--- config.mk ---
export PLATFORM = sky130hd
export DESIGN_NAME = regfile_wb_flat
export DESIGN_NICKNAME = d
export VERILOG_FILES = /design/src/rtl/regfile_wb_pkg.sv /design/src/rtl/regfile_wb_if.sv /design/src/rtl/regfile_wb_reg_scoreboard.sv /design/src/rtl/regfile_wb.sv /design/src/flat_wrapper.sv
export SDC_FILE = /design/constraint.sdc
export NUM_CORES = 1
export LEC_CHECK = 0
export BUFFER_PORTS_ARGS = -buffer_cell sky130_fd_sc_hd__buf_2
export CORE_ASPECT_RATIO = 0.7
export CORE_MARGIN = 10
export CORE_UTILIZATION = 25
export CTS_CLUSTER_SIZE = 24
export DETAILED_ROUTE_END_ITERATION = 12
export GPL_TIMING_DRIVEN = 0
export HOLD_SLACK_MARGIN = 0.12
export SETUP_SLACK_MARGIN = 0.4
export SLEW_MARGIN = 20
export SYNTH_ARGS = -nofsm -noshare
export SYNTH_HDL_FRONTEND = slang
export SYNTH_SLANG_ARGS = --single-unit
--- constraint.sdc ---
create_clock -name clk -period 2.97 [get_ports clk]
set_input_delay 0.594 -clock clk [delete_from_list [all_inputs] [get_ports clk]]
set_output_delay 0.594 -clock clk [all_outputs]
set_load 0.005 [all_outputs]
--- src/rtl/regfile_wb_pkg.sv ---
// Shared widths and types for the write-back register file and its scoreboard.
// Imported by the interface, the scoreboard and the top level.
package regfile_wb_pkg;

    localparam int REG_AW  = 4;
    localparam int DW      = 24;
    localparam int FLAGS_W = 4;
    localparam int SB_MAX  = 3;

    typedef logic [REG_AW-1:0]  raddr_t;
    typedef logic [DW-1:0]      data_t;
    typedef logic [FLAGS_W-1:0] flags_t;

endpackage

--- src/rtl/regfile_wb_if.sv ---
// Bundle of write-back, issue and read-port signals between the pipeline
// (master) and the register file (slave).
interface regfile_wb_if;
    import regfile_wb_pkg::*;

    logic   wb_enable_in;
    logic   wb_we_in;
    logic   wb_flags_we_in;
    raddr_t wb_waddr_in;
    data_t  wb_result_in;
    flags_t wb_flags_in;

    logic   iss_valid_in;
    raddr_t iss_waddr_in;
    logic   iss_ready_out;

    raddr_t raddr_a_in;
    raddr_t raddr_b_in;
    data_t  rdata_a_out;
    data_t  rdata_b_out;
    logic   busy_a_out;
    logic   busy_b_out;
    flags_t flags_out;

    modport master (
        output wb_enable_in, wb_we_in, wb_flags_we_in, wb_waddr_in, wb_result_in, wb_flags_in,
        output iss_valid_in, iss_waddr_in, raddr_a_in, raddr_b_in,
        input  iss_ready_out, rdata_a_out, rdata_b_out, busy_a_out, busy_b_out, flags_out
    );

    modport slave (
        input  wb_enable_in, wb_we_in, wb_flags_we_in, wb_waddr_in, wb_result_in, wb_flags_in,
        input  iss_valid_in, iss_waddr_in, raddr_a_in, raddr_b_in,
        output iss_ready_out, rdata_a_out, rdata_b_out, busy_a_out, busy_b_out, flags_out
    );

endinterface

--- src/rtl/regfile_wb_reg_scoreboard.sv ---
// Per-register pending-write counters: incremented on accepted issue,
// decremented on commit, with issue back-pressure and two busy query ports.
module reg_scoreboard
    import regfile_wb_pkg::*;
#(
    parameter int NREGS = 16,
    parameter int CW    = 2
) (
    input  logic         clk,
    input  logic         rst,
    input  logic         commit_i,
    input  raddr_t       wb_waddr_i,
    input  logic         iss_valid_i,
    input  raddr_t       iss_waddr_i,
    output logic         iss_ready_o,
    input  raddr_t [1:0] qaddr_i,
    output logic   [1:0] busy_o
);

    localparam logic [CW-1:0] CNT_MAX = CW'(SB_MAX);
    localparam logic [CW-1:0] CNT_ONE = CW'(1);

    logic [CW-1:0] cnt_q [NREGS];
    logic [CW-1:0] cnt_d [NREGS];
    logic          iss_fire;

    // Saturating step: a commit against an empty counter holds at zero.
    function automatic logic [CW-1:0] cnt_step(input logic [CW-1:0] c,
                                               input logic          inc,
                                               input logic          dec);
        if (inc && !dec) return (c == CNT_MAX) ? c : c + 1'b1;
        if (dec && !inc) return (c == '0) ? c : c - 1'b1;
        return c;
    endfunction

    always_comb begin
        iss_ready_o = (cnt_q[iss_waddr_i] != CNT_MAX) ||
                      (commit_i && (wb_waddr_i == iss_waddr_i));
        iss_fire    = iss_valid_i && iss_ready_o;

        for (int r = 0; r < NREGS; r++) begin
            cnt_d[r] = cnt_step(cnt_q[r],
                                iss_fire && (iss_waddr_i == REG_AW'(r)),
                                commit_i && (wb_waddr_i == REG_AW'(r)));
        end

        // The last outstanding write committing now is served by the bypass.
        for (int q = 0; q < 2; q++) begin
            busy_o[q] = (cnt_q[qaddr_i[q]] != '0) &&
                        !((cnt_q[qaddr_i[q]] == CNT_ONE) && commit_i &&
                          (wb_waddr_i == qaddr_i[q]));
        end
    end

    always_ff @(posedge clk) begin
        if (rst) begin
            for (int r = 0; r < NREGS; r++) cnt_q[r] <= '0;
        end else begin
            cnt_q <= cnt_d;
        end
    end

endmodule

--- src/rtl/regfile_wb.sv ---
// Write-back stage: commits results and flags into the register file,
// serves two bypassed read ports and tracks pending writes for decode.
module regfile_wb
    import regfile_wb_pkg::*;
#(
    parameter int NREGS = 16,
    parameter int DW    = regfile_wb_pkg::DW,
    parameter int CW    = 2
) (
    input logic          clk,
    input logic          rst,
    regfile_wb_if.slave  bus
);

    logic [DW-1:0]      regs_q [NREGS];
    logic [DW-1:0]      regs_d [NREGS];
    logic [FLAGS_W-1:0] flags_q;
    logic [FLAGS_W-1:0] flags_d;
    logic               commit;
    logic [1:0]         busy;

    assign commit = bus.wb_enable_in & bus.wb_we_in;

    always_comb begin
        regs_d = regs_q;
        if (commit) regs_d[bus.wb_waddr_in] = bus.wb_result_in;
        flags_d = (bus.wb_enable_in && bus.wb_flags_we_in) ? bus.wb_flags_in : flags_q;
    end

    always_ff @(posedge clk) begin
        if (rst) begin
            for (int r = 0; r < NREGS; r++) regs_q[r] <= '0;
            flags_q <= '0;
        end else begin
            regs_q  <= regs_d;
            flags_q <= flags_d;
        end
    end

    // Same-cycle bypass so a read never lags the commit it races with.
    assign bus.rdata_a_out = (commit && (bus.raddr_a_in == bus.wb_waddr_in)) ?
                             bus.wb_result_in : regs_q[bus.raddr_a_in];
    assign bus.rdata_b_out = (commit && (bus.raddr_b_in == bus.wb_waddr_in)) ?
                             bus.wb_result_in : regs_q[bus.raddr_b_in];
    assign bus.flags_out   = flags_q;

    reg_scoreboard #(
        .NREGS (NREGS),
        .CW    (CW)
    ) u_sb (
        .clk         (clk),
        .rst         (rst),
        .commit_i    (commit),
        .wb_waddr_i  (bus.wb_waddr_in),
        .iss_valid_i (bus.iss_valid_in),
        .iss_waddr_i (bus.iss_waddr_in),
        .iss_ready_o (bus.iss_ready_out),
        .qaddr_i     ({bus.raddr_b_in, bus.raddr_a_in}),
        .busy_o      (busy)
    );

    assign bus.busy_a_out = busy[0];
    assign bus.busy_b_out = busy[1];

endmodule

--- src/flat_wrapper.sv ---
// flat-port wrapper written by rule: the top's interface ports become plain ports
module regfile_wb_flat import regfile_wb_pkg::*;
#(
    parameter int NREGS = 16,
    parameter int DW    = regfile_wb_pkg::DW,
    parameter int CW    = 2
)
  (clk, rst, bus_wb_enable_in, bus_wb_we_in, bus_wb_flags_we_in, bus_wb_waddr_in, bus_wb_result_in, bus_wb_flags_in, bus_iss_valid_in, bus_iss_waddr_in, bus_raddr_a_in, bus_raddr_b_in, bus_iss_ready_out, bus_rdata_a_out, bus_rdata_b_out, bus_busy_a_out, bus_busy_b_out, bus_flags_out);
  regfile_wb_if bus_i ();
  input logic clk;
  input logic rst;
  input wire logic [$bits(bus_i.wb_enable_in)-1:0] bus_wb_enable_in;
  input wire logic [$bits(bus_i.wb_we_in)-1:0] bus_wb_we_in;
  input wire logic [$bits(bus_i.wb_flags_we_in)-1:0] bus_wb_flags_we_in;
  input wire logic [$bits(bus_i.wb_waddr_in)-1:0] bus_wb_waddr_in;
  input wire logic [$bits(bus_i.wb_result_in)-1:0] bus_wb_result_in;
  input wire logic [$bits(bus_i.wb_flags_in)-1:0] bus_wb_flags_in;
  input wire logic [$bits(bus_i.iss_valid_in)-1:0] bus_iss_valid_in;
  input wire logic [$bits(bus_i.iss_waddr_in)-1:0] bus_iss_waddr_in;
  input wire logic [$bits(bus_i.raddr_a_in)-1:0] bus_raddr_a_in;
  input wire logic [$bits(bus_i.raddr_b_in)-1:0] bus_raddr_b_in;
  output wire logic [$bits(bus_i.iss_ready_out)-1:0] bus_iss_ready_out;
  output wire logic [$bits(bus_i.rdata_a_out)-1:0] bus_rdata_a_out;
  output wire logic [$bits(bus_i.rdata_b_out)-1:0] bus_rdata_b_out;
  output wire logic [$bits(bus_i.busy_a_out)-1:0] bus_busy_a_out;
  output wire logic [$bits(bus_i.busy_b_out)-1:0] bus_busy_b_out;
  output wire logic [$bits(bus_i.flags_out)-1:0] bus_flags_out;
  assign bus_i.wb_enable_in = bus_wb_enable_in;
  assign bus_i.wb_we_in = bus_wb_we_in;
  assign bus_i.wb_flags_we_in = bus_wb_flags_we_in;
  assign bus_i.wb_waddr_in = bus_wb_waddr_in;
  assign bus_i.wb_result_in = bus_wb_result_in;
  assign bus_i.wb_flags_in = bus_wb_flags_in;
  assign bus_i.iss_valid_in = bus_iss_valid_in;
  assign bus_i.iss_waddr_in = bus_iss_waddr_in;
  assign bus_i.raddr_a_in = bus_raddr_a_in;
  assign bus_i.raddr_b_in = bus_raddr_b_in;
  assign bus_iss_ready_out = bus_i.iss_ready_out;
  assign bus_rdata_a_out = bus_i.rdata_a_out;
  assign bus_rdata_b_out = bus_i.rdata_b_out;
  assign bus_busy_a_out = bus_i.busy_a_out;
  assign bus_busy_b_out = bus_i.busy_b_out;
  assign bus_flags_out = bus_i.flags_out;
  regfile_wb #(.NREGS(NREGS), .DW(DW), .CW(CW)) u_core (.clk(clk), .rst(rst), .bus(bus_i));
endmodule
### Word level (Yosys, flattened, before mapping)

Index checks and enable logic that the tools add are counted.

* word-level logic and storage cells: 472
* flip-flop bits (word level): 420

* mux-type cells: 164
* eq/ne operators: 70
* reductions and logical operators: 163
* order comparisons: 5
* add/subtract/negate cells: 32
* bitwise gates (word level): 5

Operator list (number)
* bitwise mux 384 bit: 1
* two-way mux 2 bit: 102
* binary-select mux 24 bit (select 4 bit): 2
* two-way mux 24 bit: 7
* demux 24 bit (select 4 bit): 1
* logical AND 1 bit: 76
* equality test 4 bit, second input constant: 16
* two-way mux 1 bit: 48
* != test 3 bit, second input constant: 16
* nonzero test 2 bit: 18
* logical NOT 1 bit: 34
* adder 2 x 1 -> 2 bit, second input constant: 16
* equality test 2 bit, second input constant: 16
* equality test 4 x 3 -> 1 bit, second input constant: 8
* logical NOT 2 bit: 16
* AND reduction 2 bit: 16
* subtractor 2 x 1 -> 2 bit, second input constant: 16
* binary-select mux 2 bit (select 4 bit): 3
* equality test 4 bit: 5
* >= comparator 5 bit, second input constant: 4
* inverter 4 -> 5 bit: 4
* equality test 4 x 2 -> 1 bit, second input constant: 4
* equality test 4 x 1 -> 1 bit, second input constant: 2
* logical NOT 4 bit: 2
* 5 further kinds: 6

### Logic depth before layout (Yosys ltp)

* word-level depth: 14
* depth in mapped cells: 13
* gate-level depth less buffers: 11

### Cells and area by module

Synthesis repeated with hierarchy kept, for this count alone.

* cells, all modules: 2728
* area, all modules: 24358.4 µm²

By module, submodules not included
* regfile_wb: cells each 2228, area each 20335.8 µm², seq. area each 7767.4 µm², times used 1
* reg_scoreboard: cells each 500, area each 4022.6 µm², seq. area each 640.6 µm², times used 1

### Worst setup path after synthesis

Ideal clock, no wire load.

* kind: input to register
* from: input port bus_wb_waddr_in[3]
* to: register u_core.u_sb.cnt_q[19] (netlist bit)
* slack: 0.366 ns
* arrival: 2.539 ns
* library setup time: 0.065 ns
* data required time: 2.905 ns
* stages on the path: 13
* path through: buf_2 -> xnor2_1 -> nand4_1 -> o21ai_0 -> o22a_1 -> buf_2 -> nand4_1 -> ha_1 -> nand2b_1 -> mux2_2 -> nor2_1 -> a21oi_1 -> nor2_1

* cells in the longest elaborated chain, start to end: 11
* elaborated cells between the ends (all ways): 20

RTL lines
* start, declared: line flat_wrapper.sv:15 `input wire logic [$bits(bus_i.wb_waddr_in)-1:0] bus_wb_waddr_in;`
* equality test 4 bit: line regfile_wb_reg_scoreboard.sv:38 `(commit_i && (wb_waddr_i == iss_waddr_i));`
* logical AND 1 bit: line regfile_wb_reg_scoreboard.sv:38
* logical OR 1 bit: line regfile_wb_reg_scoreboard.sv:37 `iss_ready_o = (cnt_q[iss_waddr_i] != CNT_MAX) ||`
* logical AND 1 bit: line regfile_wb_reg_scoreboard.sv:39 `iss_fire = iss_valid_i && iss_ready_o;`
* logical AND 1 bit: line regfile_wb_reg_scoreboard.sv:43 `iss_fire && (iss_waddr_i == REG_AW'(r)),`
* logical NOT 1 bit: line regfile_wb_reg_scoreboard.sv:32 `if (dec && !inc) return (c == '0) ? c : c - 1'b1;`
* logical AND 1 bit: line regfile_wb_reg_scoreboard.sv:32
* two-way mux 1 bit (2 in series): line regfile_wb_reg_scoreboard.sv:32
* nonzero test 2 bit (no source line)
* AND reduction 2 bit (no source line)
* end signal, assigned: line regfile_wb_reg_scoreboard.sv:59 `cnt_q <= cnt_d;`
* end, declared: line regfile_wb_reg_scoreboard.sv:23 `logic [CW-1:0] cnt_q [NREGS];`

Several ways; a longest one is shown, not always the timed one. The select of a mux whose other input is x is not followed.
A chain may end at the register's enable or synchronous reset.

### Worst setup path after layout

* from: input port bus_raddr_a_in[0]
* to: output port bus_rdata_a_out[4]

* cells in the longest elaborated chain, start to end: 5
* elaborated cells between the ends (all ways): 7

RTL lines
* start, declared: line flat_wrapper.sv:20 `input wire logic [$bits(bus_i.raddr_a_in)-1:0] bus_raddr_a_in;`
* inverter 4 -> 5 bit (implied by the code): line regfile_wb.sv:42 `bus.wb_result_in : regs_q[bus.raddr_a_in];`
* binary-select mux 24 bit (select 4 bit): line regfile_wb.sv:42
* two-way mux 24 bit (implied by the code) (2 in series): line regfile_wb.sv:42
* two-way mux 24 bit (*): line regfile_wb.sv:41 `assign bus.rdata_a_out = (commit && (bus.raddr_a_in == bus.wb_waddr_in)) ?`
* end, declared: line flat_wrapper.sv:23 `output wire logic [$bits(bus_i.rdata_a_out)-1:0] bus_rdata_a_out;`

Mark *: on every way between the ends. The rest lies on a longest branch, timed or not. The select of a mux whose other input is x is not followed.

==> flow_metrics.env <==
export IMPL_grt_start_max_net_pins=15
export IMPL_period_minus_slack_ns=3.15
export IMPL_max_vdd_ir_drop_mv=0.423
export IMPL_area_growth_pct=29.3
export IMPL_yosys_area_top_type_share_pct=35.0
export IMPL_ys_flop_type="dfxtp_1"
export IMPL_finalPower_mw=14.2
export IMPL_swShare_pct=28.1
export IMPL_ys_types=52
export IMPL_die_h_um=279
export IMPL_outcome="finished with violations"
export IMPL_clk_pin_slew_ns=0.06
export IMPL_synth_commonest_cells="795 x nand2_1, 420 x dfxtp_1, 396 x a21oi_1"
export IMPL_slew_headroom_pct=25.7
export IMPL_crit_fanout=7
export IMPL_die_w_um=391
export IMPL_grt_pass1_wl_mm=157
export IMPL_dp_cells=4118
export IMPL_synth_cells=2789
export IMPL_power_frac_seq_pct=40.1
export IMPL_powerDensity_mw_per_mm2=458
export IMPL_syn_area_mm2=0.0240
export IMPL_cp_arrival_ns=2.55
export IMPL_antenna_found_initial=8
export IMPL_dp_hpwl_mm=80.4
export IMPL_cts_htree_levels=2
export IMPL_dieArea_mm2=0.109
export IMPL_clock_path_buffers=3
export IMPL_port_buffers=68
export IMPL_via_count=23954
export IMPL_finalSetupViolations=18
export IMPL_setup_slack_ns=-0.176
export IMPL_cts_buffers=47
export IMPL_end_kind="output port"
export IMPL_grt_pass1_vias=21770
export IMPL_post_place_ws_ns=-0.758
export IMPL_first_iter_violations=3631
export IMPL_clock_skew_ns=0.0165
export IMPL_worstSetupStartpointType="input pin"
export IMPL_grt_overflow=0
export IMPL_drt_wl_total_mm=112
export IMPL_drive_gt1_share_pct=26.0
export IMPL_ys_top_cells_by_area="dfxtp_1 35%, mux4_2 15%, nand2_1 12%"
export IMPL_grt_total_usage_pct=19.4
export IMPL_synth_edf_count=0
export IMPL_switchingPower_mw=4.01
export IMPL_ant_nets=0
export IMPL_ys_seq_area_share_pct=35.0
export IMPL_dpl_instance_area_mm2=0.0260
export IMPL_io_pins=105
export IMPL_gp_congestion=1.02
export IMPL_cts_root_buf="clkbuf_16"
export IMPL_pwr_share_comb_pct=14.5
export IMPL_vias_per_cell=5.57
export IMPL_coreArea_mm2=0.0957
export IMPL_clk_latency_ns=0.60
export IMPL_layout_cells_non_filler=4304
export IMPL_fp_row_count=95
export IMPL_wl_per_cell_um=26.1
export IMPL_cts_sinks=420
export IMPL_synthArstFlopShare_pct=0
export IMPL_start_util_pct=25.1
export IMPL_yosysTopAreaCell="dfxtp_1"
export IMPL_syn_avg_cell_area_um2=8.62
export IMPL_final_core_util_pct=32.5
export IMPL_p_int_mw=10.2
export IMPL_violations="negative setup slack"
export IMPL_critical_path_class="input pin to output port"
export IMPL_hp_class="input pin to register"
export IMPL_power_frac_clock_pct=45.4
export IMPL_yosys_register_bits=420
export IMPL_rsz0062_at_grt="yes"
export IMPL_maxCapViolCount=0
export IMPL_p_leak_nw=10.6
export IMPL_yosys_warnings=0
export IMPL_slew_viol_final=0
export IMPL_synth_most_common_cell="nand2_1"
export IMPL_nets=3127
export IMPL_fmax_ghz=0.318
export IMPL_syn_nets=2909
export IMPL_first_pass_iters=8
export IMPL_required_ns=2.38
export IMPL_finalCritPeriodShare_pct=106
export IMPL_hold_viol_final=0
export IMPL_cts_tree="yes"
export IMPL_tightest_slew_ns=1.11
export IMPL_drcViolationCount=0
export IMPL_design_area_mm2=0.0311
[metrics by stage]
stage                     hold WS, ns  setup TNS [ns]
after floorplan                 0.443               0
after global placement          0.442          -31.60
after detailed placement        0.447          -34.29
after CTS                       0.243        -0.00629
after global routing            0.269           -1.07
final                           0.255          -0.728
[flip-flops by register name, summed over array words and instances, names as in the netlist]
| name | cells |
|---|---|
| u_core.regs_q | 384 |
| u_core.u_sb.cnt_q | 32 |
| u_core.bus.flags_out | 4 |
[worst max-delay path, stage by stage]
cell and delay (ns):
buf_12 0.13, buf_12 0.15, buf_16 0.15, buf_12 0.13, buf_4 0.14, mux2i_2 0.16
a221oi_4 0.42, o21ai_1 0.12, o211ai_1 0.12, o21a_1 0.26, buf_2 0.16
[timing repair]
action,in CTS,in global routing
pin swaps,70,60
endpoints found under the setup margin,83,78
gates resized for setup,478,111
hold buffers,0,0
setup buffers,73,15
cloned,10,3
[power by group through the flow]
| stage | clock network (mW) | registers (mW) | logic (mW) |
|---|---|---|---|
| 2_1_floorplan | 0 | 5.83 | 0.861 |
| 3_3_place_gp | 0 | 5.85 | 1.49 |
| 3_5_place_dp | 0 | 5.85 | 1.50 |
| 4_1_cts | 6.45 | 5.71 | 1.89 |
| 5_1_grt | 6.66 | 5.72 | 2.09 |
| 6_report | 6.47 | 5.72 | 2.06 |
[cell usage in the layout, fill, tap and decap left out, drive strengths merged, types with 55 or more instances in the layout]
master	count
nand2	806
dfxtp	420
a21oi	396
buf	272
clkbuf	227
mux4	161
mux2i	131
ha	70
o211ai	61
inv	61
nor2	55
[path summary, 6_finish.rpt]
path / cells after the start / end / start / slack (ns)
worst min-delay path: 3 / u_core.bus.flags_out[3]$_SDFFE_PP0P_ / bus_wb_flags_in[3] / 0.26
worst min register to register: 2 / u_core.bus.flags_out[0]$_SDFFE_PP0P_ / u_core.bus.flags_out[0]$_SDFFE_PP0P_ / 0.45
worst max-delay path: 11 / bus_rdata_a_out[4] / bus_raddr_a_in[0] / -0.18
worst max register to register: 13 / u_core.u_sb.cnt_q[9]$_SDFFE_PP0P_ / u_core.u_sb.cnt_q[11]$_SDFFE_PP0P_ / 0.34
[final cells by class]
class                   instances  area, µm²
well taps                    1261       1580
inverters                      58        225
diodes                          3       7.51
fillers                      9708      64600
clock buffers                  61       1300
clock inverters                21        340
plain buffers                 269       2090
multi-input cells            2042      15400
flip-flops and latches        420       8480
repair buffers                169       1690
[routing by layer]
layer  up-vias  global-route usage [%]  share of wire, %
met1     11608                    26.4                40
met5         -                       0             0.077
met2      1790                    26.7                40
met3       260                    8.43                16
met4         8                    7.32               4.2
li1      10288                       -                 -
[cells by family (layout without fill, tap and decap cells)]
family / Yosys count / after routing / synth area share (%)
AO/OA/AOI/OAI: 677 / 677 / 16.6
XOR/XNOR: 11 / 11 / 0.401
adder cells (fa/ha/maj): 70 / 70 / 3.64
buffers and inverters: 327 / 578 / 6.39
flip-flops: 420 / 420 / 35.0
multiplexers: 303 / 303 / 21.1
other: 0 / 3 / 0
AND/OR/NAND/NOR: 981 / 981 / 16.9
No activity file was read; power rests on OpenSTA's default activity.
